<file path="config.mk">
export PLATFORM = sky130hd
export DESIGN_NAME = btn_debounce_pulse
export DESIGN_NICKNAME = d
export VERILOG_FILES = /design/src/rtl/btn_debounce_pulse.sv
export SDC_FILE = /design/constraint.sdc
export NUM_CORES = 1
export LEC_CHECK = 0
export ABC_AREA = 1
export CORE_UTILIZATION = 58
export CTS_CLUSTER_DIAMETER = 100
export DETAILED_ROUTE_END_ITERATION = 7
export PLACE_DENSITY_LB_ADDON = 0.3
export SLEW_MARGIN = 15
export SYNTH_ARGS = -nofsm -noshare
export SYNTH_HDL_FRONTEND = slang
export SYNTH_SLANG_ARGS = --single-unit
</file>
<file path="constraint.sdc">
create_clock -name clk -period 4.91 [get_ports clk]
set_input_delay 0.982 -clock clk [delete_from_list [all_inputs] [get_ports clk]]
set_output_delay 0.982 -clock clk [all_outputs]
set_load 0.05 [all_outputs]
</file>
<file path="src/rtl/btn_debounce_pulse.sv">
// Push-button conditioner: synchroniser + per-channel debounce FSM, level, rise/fall pulses, sticky press flag.
// Latency SYNC_STAGES+DEBOUNCE_CYCLES+1 clk from stable input edge; no backpressure, press_ack clears press_pend.
module btn_debounce_pulse #(
   parameter int N_BTN           = 3,
   parameter int DEBOUNCE_CYCLES = 1_000_000,
   parameter int CNT_WIDTH       = 20,
   parameter int SYNC_STAGES     = 2
) (
   input  logic             clk,
   input  logic             reset,
   input  logic [N_BTN-1:0] btn_in,
   input  logic [N_BTN-1:0] press_ack,
   output logic [N_BTN-1:0] btn_level,
   output logic [N_BTN-1:0] btn_rise,
   output logic [N_BTN-1:0] btn_fall,
   output logic [N_BTN-1:0] press_pend
);

   typedef enum logic [1:0] {
      ZERO  = 2'd0,
      WAIT1 = 2'd1,
      ONE   = 2'd2,
      WAIT0 = 2'd3
   } state_t;

   localparam logic [CNT_WIDTH-1:0] CNT_LAST = CNT_WIDTH'(DEBOUNCE_CYCLES - 1);
   localparam logic [CNT_WIDTH-1:0] CNT_ONE  = CNT_WIDTH'(1);

   logic [SYNC_STAGES-1:0][N_BTN-1:0] sync_q;
   logic [SYNC_STAGES-1:0][N_BTN-1:0] sync_d;
   logic [N_BTN-1:0]                  s;

   always_comb begin
      sync_d = {sync_q[SYNC_STAGES-2:0], btn_in};
   end

   always_ff @(posedge clk) begin
      if (reset) begin
         sync_q <= '0;
      end else begin
         sync_q <= sync_d;
      end
   end

   assign s = sync_q[SYNC_STAGES-1];

   for (genvar i = 0; i < N_BTN; i++) begin : g_ch
      state_t               state_q, state_d;
      logic [CNT_WIDTH-1:0] cnt_q, cnt_d;
      logic                 rise_q, rise_d;
      logic                 fall_q, fall_d;
      logic                 pend_q, pend_d;

      always_comb begin
         state_d = state_q;
         cnt_d   = cnt_q;
         rise_d  = 1'b0;
         fall_d  = 1'b0;
         case (state_q)
            ZERO: begin
               if (s[i]) begin
                  state_d = WAIT1;
                  cnt_d   = '0;
               end
            end
            WAIT1: begin
               if (!s[i]) begin
                  state_d = ZERO;
               end else if (cnt_q == CNT_LAST) begin
                  state_d = ONE;
                  rise_d  = 1'b1;
               end else begin
                  cnt_d = cnt_q + CNT_ONE;
               end
            end
            ONE: begin
               if (!s[i]) begin
                  state_d = WAIT0;
                  cnt_d   = '0;
               end
            end
            WAIT0: begin
               if (s[i]) begin
                  state_d = ONE;
               end else if (cnt_q == CNT_LAST) begin
                  state_d = ZERO;
                  fall_d  = 1'b1;
               end else begin
                  cnt_d = cnt_q + CNT_ONE;
               end
            end
            default: begin
               state_d = ZERO;
            end
         endcase
         // A rise in the same cycle as an ack wins, so no press is ever lost.
         pend_d = rise_q | (pend_q & ~press_ack[i]);
      end

      always_ff @(posedge clk) begin
         if (reset) begin
            state_q <= ZERO;
            cnt_q   <= '0;
            rise_q  <= 1'b0;
            fall_q  <= 1'b0;
            pend_q  <= 1'b0;
         end else begin
            state_q <= state_d;
            cnt_q   <= cnt_d;
            rise_q  <= rise_d;
            fall_q  <= fall_d;
            pend_q  <= pend_d;
         end
      end

      assign btn_level[i]  = (state_q == ONE) || (state_q == WAIT0);
      assign btn_rise[i]   = rise_q;
      assign btn_fall[i]   = fall_q;
      assign press_pend[i] = pend_q;
   end

endmodule
</file>
# == After elaboration in Yosys (flattened, before gate mapping) ==
# Index checks and enable logic that the tools add are counted.
# totals
latch_bits,0
ram_bits,0
word_cells,128
ff_bits,81
mem_count,0
mem_bits_ro,0
input_bits,8
out_inout_bits,12
# op_classes
mul,0
n_reduce_logical,18
muxes,42
n_div,0
addsub,3
bitwise,18
order_cmp,0
eq_ne,30
n_shift,0
# ops
op,n
$mux 20,15
$pmux 20 s4,3
$add 20x1->20 const B,3
$eq 20x20->1 const B,3
$mux 2,18
$ne 2x2->1 const B,12
$pmux 2 s4,3
$reduce_and 4->1,6
$ne 3x3->1 const B,6
$reduce_or 3->1,6
$eq 2x2->1 const B,6
$not 1->1,12
$eq 2x1->1 const B,3
$logic_not 2->1,3
$and 1x1->1,3
$logic_or 1x1->1,3
$mux 1,3
$or 1x1->1,3

# == Logic depth before layout (Yosys ltp) ==
# Gate-level depths: netlist (run 1).
# depth
depth_word,4
mapped_depth,13
ltp_nobuf,12

# == Worst setup path after synthesis (run 1) ==
# No wires, ideal clock.
# synth_timing
path_kind,input port to flip-flop
from,input reset
to,register g_ch[1].cnt_q[3]
path_slack_ps,3089
setup_time_ps,141
arrival_ps,1679
t_required_ps,4769
stages,3
cell_sequence,clkbuf_1 > clkbuf_1 > a21oi_1
# synth_lines
item,line_no,source
"start, declared",10,"input logic reset,"
"end signal, assigned",109,cnt_q <= cnt_d;
"end, declared",49,"logic [CNT_WIDTH-1:0] cnt_q, cnt_d;"
# No word-level cell between the ends.

==> out/metrics.cfg, run 1 <==
[worst_setup_path]
cp-start-kind = flop
cp_cell_sequence = clkdlybuf4s50_1
crit_required_ns = 3.93
crit_type = flop to primary output
rr_worst_depth = 8
critPathTopFamily = buffers and inverters
critPathSlowestCell = clkdlybuf4s50_1
cp_num_buf_inv = 1
r2r_end = g_ch[1].cnt_q[14]$_SDFFE_PP0P_
reg2reg_from = g_ch[1].cnt_q[0]$_SDFFE_PP0P_
worstPathArrival_ns = 1.60
path_max_fanout = 4
r2r_slack_ns = 2.59
cp-end-kind = primary output
slowest_delay_ns = 0.83

[synth]
ys_seq_area_share_pct = 34.7
ys.flop_type = dfxtp_1
synth_edf_count = 0
ys_ff_latch = 81
synth.largest_area_cell = dfxtp_1
synthArstFlopShare_pct = 0
yosys_warnings = 0
synth_most_common_cell = nand2_1
synth_cells = 741
synthDistinctLibCells = 30
syn_area_per_cell_um2 = 6.30
synth_nets = 752
netlist_area_mm2 = 0.00467
yosys.area.top_type_share_pct = 34.7
synth_common_cells = 196 x nand2_1, 140 x nor2_1, 88 x inv_1, 81 x dfxtp_1, 42 x nand3_1
synth_area_leaders = dfxtp_1 35%, nand2_1 16%, nor2_1 11%

[sta]
skew_ns = 0.0178
rsz0062_at_grt = false
timing.final.ws_setup_ns = 2.33
post-route-min-period_ns = 2.58
maxSlewViolCount = 0
fin_crit_sh_pct = 52.5
slew_headroom_pct = 27.8
tightest_slew_ns = 1.08
clock.fmax_ghz = 0.388
setup_violations = 0
fin_tns_setup_ns = 0
hold_violations = 0

[final_layout]
drive_above_1_share_pct = 6.70
layout.nets = 752
fillers = 723
n_antenna_cell = 0
multi_input_area_mm2 = 0.00250
synthToLayoutAreaGrowth_pct = 7.37
ff_latch_area_mm2 = 0.00162

[run]
timing.max_cap.violations = 0

[cts]
clk-insertion-delay-late_ns = 0.38
cts-root-buf = clkbuf_8
postCtsSetupRepairBufs = 0
cts.sinks = 81
clk_pin_slew_ns = 0.09
cts_repair_resize_count = 0
cts_max_level = 3
numCtsBuffers = 9
clock_path_buffers = 2
postCtsHoldBufs = 0
cts_tree = built

[floorplanning]
die_area_mm2 = 0.00841
rows = 32
io_pins = 20
start_util_pct = 60.1
die_h_um = 91.7
core-area_mm2 = 0.00777
floorplan.die.width_um = 91.7

[detailed_routing]
wire_per_inst_um = 12.4
vias = 4500
drc = 0
ant_nets = 0
via_per_inst = 5.31
firstDrtPassIters = 4
drt_iter0_markers = 238
drt-total-wl_um = 10500

[grt]
grt_overflow = 0
grt_pass1_wl_um = 18300
grt_usage_pct = 26.7
antenna_found_initial = 0
grt_max_degree = 49
first_global_vias = 4262

[placement]
place_hpwl_um = 7320
place_congestion = 0.913
dp_slack_ns = 2.08
io_buffers = 19

[run_status]
outcome = finished clean

[power]
p_per_area_mw_per_mm2 = 256
leakage_nw = 1.74
ir_drop_mv = 0.191

[min_path]
worstHoldEndpoint = s[0]$_SDFF_PP0_
hold_path.startpoint = sync_d[3]$_SDFF_PP0_
holdPathStages = 2
hold_class = flop to flop

[layer usage]
layer  wire length (µm)  vias up  track usage, %
li1                   -     2306               -
met4                261        0            14.7
met3                458       23            3.23
met1               4660     2053            31.4
met5                  0        -               0
met2               5120      118            47.1
[cells by family after synthesis]
kind of cell               share of synthesized area [%]
and+or+nand+nor                                     40.4
buffers and inverters                               11.6
DFF                                                 34.7
AOI/OAI and AO/OA                                   8.44
xor gates and xnor gates                            3.94
adders and majority gates                          0.804
[sequential cells by signal, summed over array words and instances (netlist names), named ones only]
register,flops
g_ch.state_q,3
s,3
g_ch.pend_q,3
g_ch.fall_q,3
g_ch.rise_q,3
g_ch.cnt_q,60
sync_d,3
[power by group]
part	leakage [nW]	switching, mW	internal [mW]	total, mW
clock network	0.118	0.280	0.298	0.578
registers	0.654	0.00267	0.660	0.662
logic	0.968	0.0339	0.0112	0.0450
total	1.74	0.316	0.969	1.29
[metrics by stage]
stage / cell area, µm² / hold WS, ns / instances / total power [mW] / util (%)
finish: 5010 / 0.409 / 848 / 1.29 / 64.5
global route: 5010 / 0.425 / 848 / 1.33 / 64.5
floorplan: 4670 / 0.388 / 741 / 0.712 / -
detailed placement: 4780 / 0.396 / 832 / 0.723 / 61.5
global placement: 4780 / 0.396 / 832 / 0.721 / 61.5
CTS: 5010 / 0.411 / 848 / 1.30 / 64.5
[cell type report]
cell class                 instances  share of cell area [%]
clock buffer                       9                    2.47
clock inverter                     7                    2.17
inverter                          91                    6.81
multi-input combinational        539                    50.0
sequential                        81                    32.4
tap                              102                    2.55
timing repair buffer              19                    3.69
[worst max-delay path by stage]
stage                     cells after the start                       endpoint  startpoint
final                                         1                   btn_level[2]        flop
after CTS                                     1                   btn_level[1]        flop
after detailed placement                      4  g_ch[0].cnt_q[2]$_SDFFE_PP0P_       reset
after global placement                        4  g_ch[0].cnt_q[3]$_SDFFE_PP0P_       reset
after global routing                          4  g_ch[0].cnt_q[6]$_SDFFE_PP0P_       reset
after floorplan                               3  g_ch[1].cnt_q[3]$_SDFFE_PP0P_       reset
[layout by cell type, fill, tap and decap left out, types with 4 or more instances in the layout]
cell type	n
a21oi_2	9
nor3_1	21
dfxtp_1	81
clkdlybuf4s50_1	18
nor2_1	140
nand3_1	42
xnor2_1	4
nand2_2	10
a21oi_1	36
o21ai_0	19
inv_1	88
nand2_1	196
clkbuf_8	9
xor2_1	17
nor2_2	7
nand4_1	20
Note: power is estimated with default switching activity, not from simulation.
==> run 2, diff against run 1 <==
==> constraint.sdc (replaced) <==
create_clock -name clk -period 2.6 [get_ports clk]
set_input_delay 0.52 -clock clk [delete_from_list [all_inputs] [get_ports clk]]
set_output_delay 0.52 -clock clk [all_outputs]
set_load 0.05 [all_outputs]
==> out/metrics.cfg, run 2 (synthesized netlist as in run 1, its figures left out) <==
[worst_setup_path]
cp-start-kind = flop
slowest_delay_ns = 0.84  ; about the same
cp-end-kind = primary output
cp_cell_sequence = clkdlybuf4s50_1
critPathTopFamily = buffers and inverters
crit_type = flop to primary output
worstPathArrival_ns = 1.60  ; about the same
critPathSlowestCell = clkdlybuf4s50_1
cp_num_buf_inv = 1  ; unchanged
crit_required_ns = 2.08  ; -1.85 ns
reg2reg_from = g_ch[2].cnt_q[0]$_SDFFE_PP0P_
path_max_fanout = 5  ; +1
r2r_slack_ns = 0.66  ; -1.93 ns

[sta]
tightest_slew_ns = 0.710  ; -0.372 ns
fin_hold_ws_ns = 0.410  ; +0.00123 ns
maxSlewViolCount = 0  ; unchanged
setup_violations = 0  ; unchanged
timing.final.ws_setup_ns = 0.479  ; -1.85 ns
slew_headroom_pct = 52.6  ; +25 points
hold_violations = 0  ; unchanged
skew_ns = 0.00997  ; -0.00778 ns
clock.fmax_ghz = 0.471
fin_tns_setup_ns = 0  ; unchanged
fin_crit_sh_pct = 81.6
post-route-min-period_ns = 2.12
rsz0062_at_grt = false

[cts]
postCtsHoldBufs = 0  ; unchanged
numCtsBuffers = 9  ; unchanged
cts.sinks = 81  ; unchanged
cts_tree = built
clk_pin_slew_ns = 0.10  ; about the same
postCtsSetupRepairBufs = 0  ; unchanged
cts_repair_resize_count = 0  ; unchanged
clock_path_buffers = 2  ; unchanged
cts-root-buf = clkbuf_8
cts_max_level = 3  ; unchanged
clk-insertion-delay-late_ns = 0.37  ; about the same

[floorplanning]
core-area_mm2 = 0.00777  ; unchanged
start_util_pct = 60.1  ; unchanged
die_area_mm2 = 0.00841  ; unchanged
rows = 32  ; unchanged
floorplan.die.width_um = 91.7  ; unchanged
io_pins = 20  ; unchanged
die_h_um = 91.7  ; unchanged

[final_layout]
layout.nets = 758  ; +0.80%
multi_input_area_mm2 = 0.00250  ; unchanged
layout_commonest_cell = nand2_1
fillers = 735  ; +1.7%
fin_util_pct = 64.8  ; +0.24 points
largest-register = g_ch.cnt_q
n_antenna_cell = 0  ; unchanged
largest_register_ffs = 60  ; unchanged
ff_latch_area_mm2 = 0.00162  ; unchanged
drive_above_1_share_pct = 7.45  ; +0.74 points
final_cell_mix = 196 x nand2_1, 140 x nor2_1, 88 x inv_1
synthToLayoutAreaGrowth_pct = 7.77

[power]
p_comb_share_pct = 4.0  ; +0.5 points
p_int_mw = 1.73  ; +79%
switchingPower_mw = 0.600  ; +90%
p_per_area_mw_per_mm2 = 464  ; +81%
ir_drop_mv = 0.418  ; +120%
clkPwrFrac_pct = 42.4  ; -2.5 points
leakage_nw = 1.76  ; +0.85%
swShare_pct = 25.7  ; +1.1 points
p_seq_share_pct = 53.6  ; +2.1 points

[detailed_routing]
drt_iter0_markers = 235  ; -1.3%
ant_nets = 0  ; unchanged
wire_per_inst_um = 12.7  ; +2.5%
vias = 4587  ; +1.9%
firstDrtPassIters = 5  ; +1
drc = 0  ; unchanged
via_per_inst = 5.37  ; +1.2%
drt-total-wl_um = 10800  ; +3.2%

[placement]
place_congestion = 0.962  ; +5.4%
dp_slack_ns = 0.681  ; -1.40 ns
place_hpwl_um = 7760  ; +6.0%
io_buffers = 19  ; unchanged

[run_status]
outcome = finished clean

[grt]
grt_overflow = 0  ; unchanged
antenna_found_initial = 0  ; unchanged
grt_max_degree = 39  ; -20%
first_global_vias = 4350  ; +2.1%
grt_usage_pct = 27.6  ; +0.92 points
grt_pass1_wl_um = 18900  ; +3.2%

[run]
timing.max_cap.violations = 0  ; unchanged

[min_path]
hold_path.startpoint = sync_d[4]$_SDFF_PP0_
hold_class = flop to flop

-- run 2: per-stage QoR --
stage / cells / power, mW / cell area [µm²]
floorplan: 741 / 1.34 / 4670
global placement: 838 / 1.37 / 4820
detailed placement: 838 / 1.37 / 4820
CTS: 854 / 2.35 / 5030
global route: 854 / 2.42 / 5030
finish: 854 / 2.33 / 5030
-- run 2: layer usage --
metal	up-vias	wire, µm	GRT usage (%)
met1	2081	4790	33.1
met2	150	5110	46.8
met3	37	565	4.98
met5	-	0	0
li1	2319	-	-
met4	0	375	15.1
-- run 2: path summary, 6_finish.rpt --
kind | to | depth (start not counted)
worst max-delay path | btn_level[1] | 1
worst min-delay path | s[1]$_SDFF_PP0_ | 2
worst max register to register | g_ch[2].cnt_q[10]$_SDFFE_PP0P_ | 12
worst min register to register | s[1]$_SDFF_PP0_ | 2
-- run 2: cell type report --
| class | instances | area share, % |
|---|---|---|
| repair buffers | 25 | 4.58 |
| clock buffers | 9 | 2.46 |
| inverters | 91 | 6.79 |
| clock inverters | 7 | 1.64 |
| flip-flops and latches | 81 | 32.2 |
| well taps | 102 | 2.54 |
| multi-input cells | 539 | 49.8 |
-- run 2: power groups by stage --
stage | combinational, mW | clock (mW) | sequential (mW)
final | 0.0934 | 0.989 | 1.25
after global placement | 0.0888 | 0 | 1.28
after detailed placement | 0.0918 | 0 | 1.28
after floorplan | 0.0662 | 0 | 1.28
after CTS | 0.0918 | 1.00 | 1.25
after global routing | 0.103 | 1.07 | 1.25
-- run 2: worst register-to-register path, delay by kind of cell (launching register included) --
family                     cells  cell delay (ns)
adders and majority gates      1             0.24
buffers and inverters          2             0.15
and+or+nand+nor                9             1.04
DFF                            1             0.43
==> run 3, diff against run 2 <==
--- a/config.mk
+++ b/config.mk
@@ -6,7 +6,7 @@
 export NUM_CORES = 1
 export LEC_CHECK = 0
 export ABC_AREA = 1
-export CORE_UTILIZATION = 58
+export CORE_UTILIZATION = 55
 export CTS_CLUSTER_DIAMETER = 100
 export DETAILED_ROUTE_END_ITERATION = 7
 export PLACE_DENSITY_LB_ADDON = 0.3
==> constraint.sdc (replaced) <==
create_clock -name clk -period 1.9 [get_ports clk]
set_input_delay 0.38 -clock clk [delete_from_list [all_inputs] [get_ports clk]]
set_output_delay 0.38 -clock clk [all_outputs]
set_load 0.05 [all_outputs]
==> out/metrics.cfg, run 3 (synthesized netlist as in run 1, its figures left out) <==
[floorplanning]
rows = 33  ; +3.1%
core-area_mm2 = 0.00822  ; +5.8%
start_util_pct = 56.8  ; -3.3 points
die_area_mm2 = 0.00886  ; +5.3%
die_h_um = 94.1  ; +2.6%
floorplan.die.width_um = 94.1  ; +2.6%
io_pins = 20  ; unchanged

[worst_setup_path]
cp_cell_sequence = clkdlybuf4s50_1
crit_type = flop to primary output
rr_worst_depth = 10  ; -2
cp_num_cells = 1  ; unchanged
cp-start-kind = flop
cp_num_buf_inv = 1  ; unchanged
critPathSlowestCell = clkdlybuf4s50_1
cp-end-kind = primary output
path_max_fanout = 1  ; -4
crit_required_ns = 1.52  ; -0.56 ns
slowest_delay_ns = 0.81  ; -0.03 ns
worstPathArrival_ns = 1.48  ; -0.12 ns
critPathTopFamily = buffers and inverters

[final_layout]
layout.nets = 768  ; +1.3%
largest_register_ffs = 60  ; unchanged
largest-register = g_ch.cnt_q
layout_commonest_cell = nand2_1
final_cell_mix = 196 x nand2_1, 140 x nor2_1, 87 x inv_1
n_antenna_cell = 0  ; unchanged
fin_area_mm2 = 0.00518  ; +3.1%
fillers = 763  ; +3.8%
drive_above_1_share_pct = 9.58  ; +2.1 points
ff_latch_area_mm2 = 0.00162  ; +0.15%
fin_util_pct = 63.1  ; -1.7 points
synthToLayoutAreaGrowth_pct = 11.1
multi_input_area_mm2 = 0.00251  ; +0.45%

[power]
p_seq_share_pct = 50.6  ; -3.0 points
switchingPower_mw = 0.756  ; +26%
leakage_nw = 1.92  ; +9.7%
p_int_mw = 2.63  ; +52%
ir_drop_mv = 0.515  ; +23%
clkPwrFrac_pct = 45.5  ; +3.1 points
swShare_pct = 22.3  ; -3.4 points
p_comb_share_pct = 4.0  ; about the same
p_per_area_mw_per_mm2 = 653  ; +41%

[placement]
place_hpwl_um = 7850  ; +1.2%
io_buffers = 19  ; unchanged
dp_slack_ns = 0.0937  ; -0.587 ns
place_congestion = 0.995  ; +3.4%
place_area_mm2 = 0.00489  ; +1.3%

[grt]
antenna_found_initial = 0  ; unchanged
grt_overflow = 0  ; unchanged
first_global_vias = 4082  ; -6.2%
grt_pass1_wl_um = 18400  ; -2.6%
grt_max_degree = 42  ; +7.7%
grt_usage_pct = 26.1  ; -1.5 points

[detailed_routing]
drc = 0  ; unchanged
ant_nets = 0  ; unchanged
wire_per_inst_um = 12.4  ; -2.0%
firstDrtPassIters = 7  ; +2
drt_iter0_markers = 225  ; -4.3%
drt-total-wl_um = 10800  ; -0.55%
via_per_inst = 5.24  ; -2.5%
vias = 4540  ; -1.0%

[run]
timing.max_cap.violations = 0  ; unchanged

[sta]
clock.fmax_ghz = 0.537
hold_violations = 0  ; unchanged
setup_violations = 0  ; unchanged
fin_tns_setup_ns = 0  ; unchanged
rsz0062_at_grt = true
slew_headroom_pct = 65.2  ; +13 points
tightest_slew_ns = 0.521  ; -0.189 ns
timing.final.ws_setup_ns = 0.0362  ; -0.443 ns
skew_ns = 0.0106  ; +0.000623 ns
post-route-min-period_ns = 1.86
maxSlewViolCount = 0  ; unchanged
fin_crit_sh_pct = 98.1

[cts]
postCtsHoldBufs = 0  ; unchanged
cts_max_level = 3  ; unchanged
clk-insertion-delay-late_ns = 0.35  ; -0.02 ns
clock_path_buffers = 2  ; unchanged
clk_pin_slew_ns = 0.09  ; about the same
cts_tree = built
numCtsBuffers = 9  ; unchanged
cts-root-buf = clkbuf_8
cts.sinks = 81  ; unchanged

[run_status]
outcome = finished clean

[min_path]
hold_class = primary input to flop
holdPathStages = 2  ; unchanged

[run 3: per-stage QoR]
step | power (mW) | cells | hold WS (ns)
after floorplan | 1.84 | 741 | 0.388
after global placement | 1.88 | 848 | 0.393
after detailed placement | 1.88 | 848 | 0.396
after CTS | 3.40 | 864 | 0.292
after global routing | 3.50 | 867 | 0.317
final | 3.38 | 867 | 0.298
[run 3: metal layers]
metal,global-route usage (%),up-vias,share of wire [%]
met1,34.9,2054,46
met5,0,-,0
met3,3.48,18,5.3
met4,9.49,0,2.0
met2,42.8,125,47
li1,-,2343,-
[run 3: timing repair]
action | CTS | global route
setup endpoints to repair | 1 | 36
setup buffers | 0 | 2
gates resized for setup | 1 | 13
cloned | 0 | 1
pin swaps | 0 | 1
endpoints found under the hold margin | 0 | 0
[run 3: layout make-up]
class	instances	area share, %
multi-input combinational	539	48.5
clock inverter	6	2.22
inverter	91	6.66
tap	105	2.53
timing repair buffer	34	6.15
sequential	81	31.3
timing repair inverter	1	0.145
clock buffer	10	2.46
[run 3: power groups by stage]
stage | Clock [mW] | Sequential, mW | Combinational, mW
3_3_place_gp | 0 | 1.75 | 0.129
3_5_place_dp | 0 | 1.75 | 0.132
4_1_cts | 1.56 | 1.71 | 0.133
6_report | 1.54 | 1.71 | 0.135
2_1_floorplan | 0 | 1.75 | 0.0905
5_1_grt | 1.63 | 1.71 | 0.149
[run 3: path summary, 6_finish.rpt]
check	start	end	slack (ns)
max	g_ch[1].fall_q$_SDFF_PP0_	btn_fall[1]	0.04
min	reset	g_ch[0].cnt_q[14]$_SDFFE_PP0P_	0.30
max reg2reg	g_ch[2].cnt_q[0]$_SDFFE_PP0P_	g_ch[2].cnt_q[1]$_SDFFE_PP0P_	0.14
min reg2reg	sync_d[3]$_SDFF_PP0_	s[0]$_SDFF_PP0_	0.41
[run 3: worst reg2reg max path, cell delays in order (launching register included)]
cell and delay (ns):
dfxtp_1 0.37, ha_2 0.22, nand3_2 0.13, clkinv_1 0.10, nand2_1 0.05, nor2_1 0.13
nand2_1 0.12, nand2_4 0.13, buf_4 0.18, nand3_1 0.10, a21oi_1 0.15
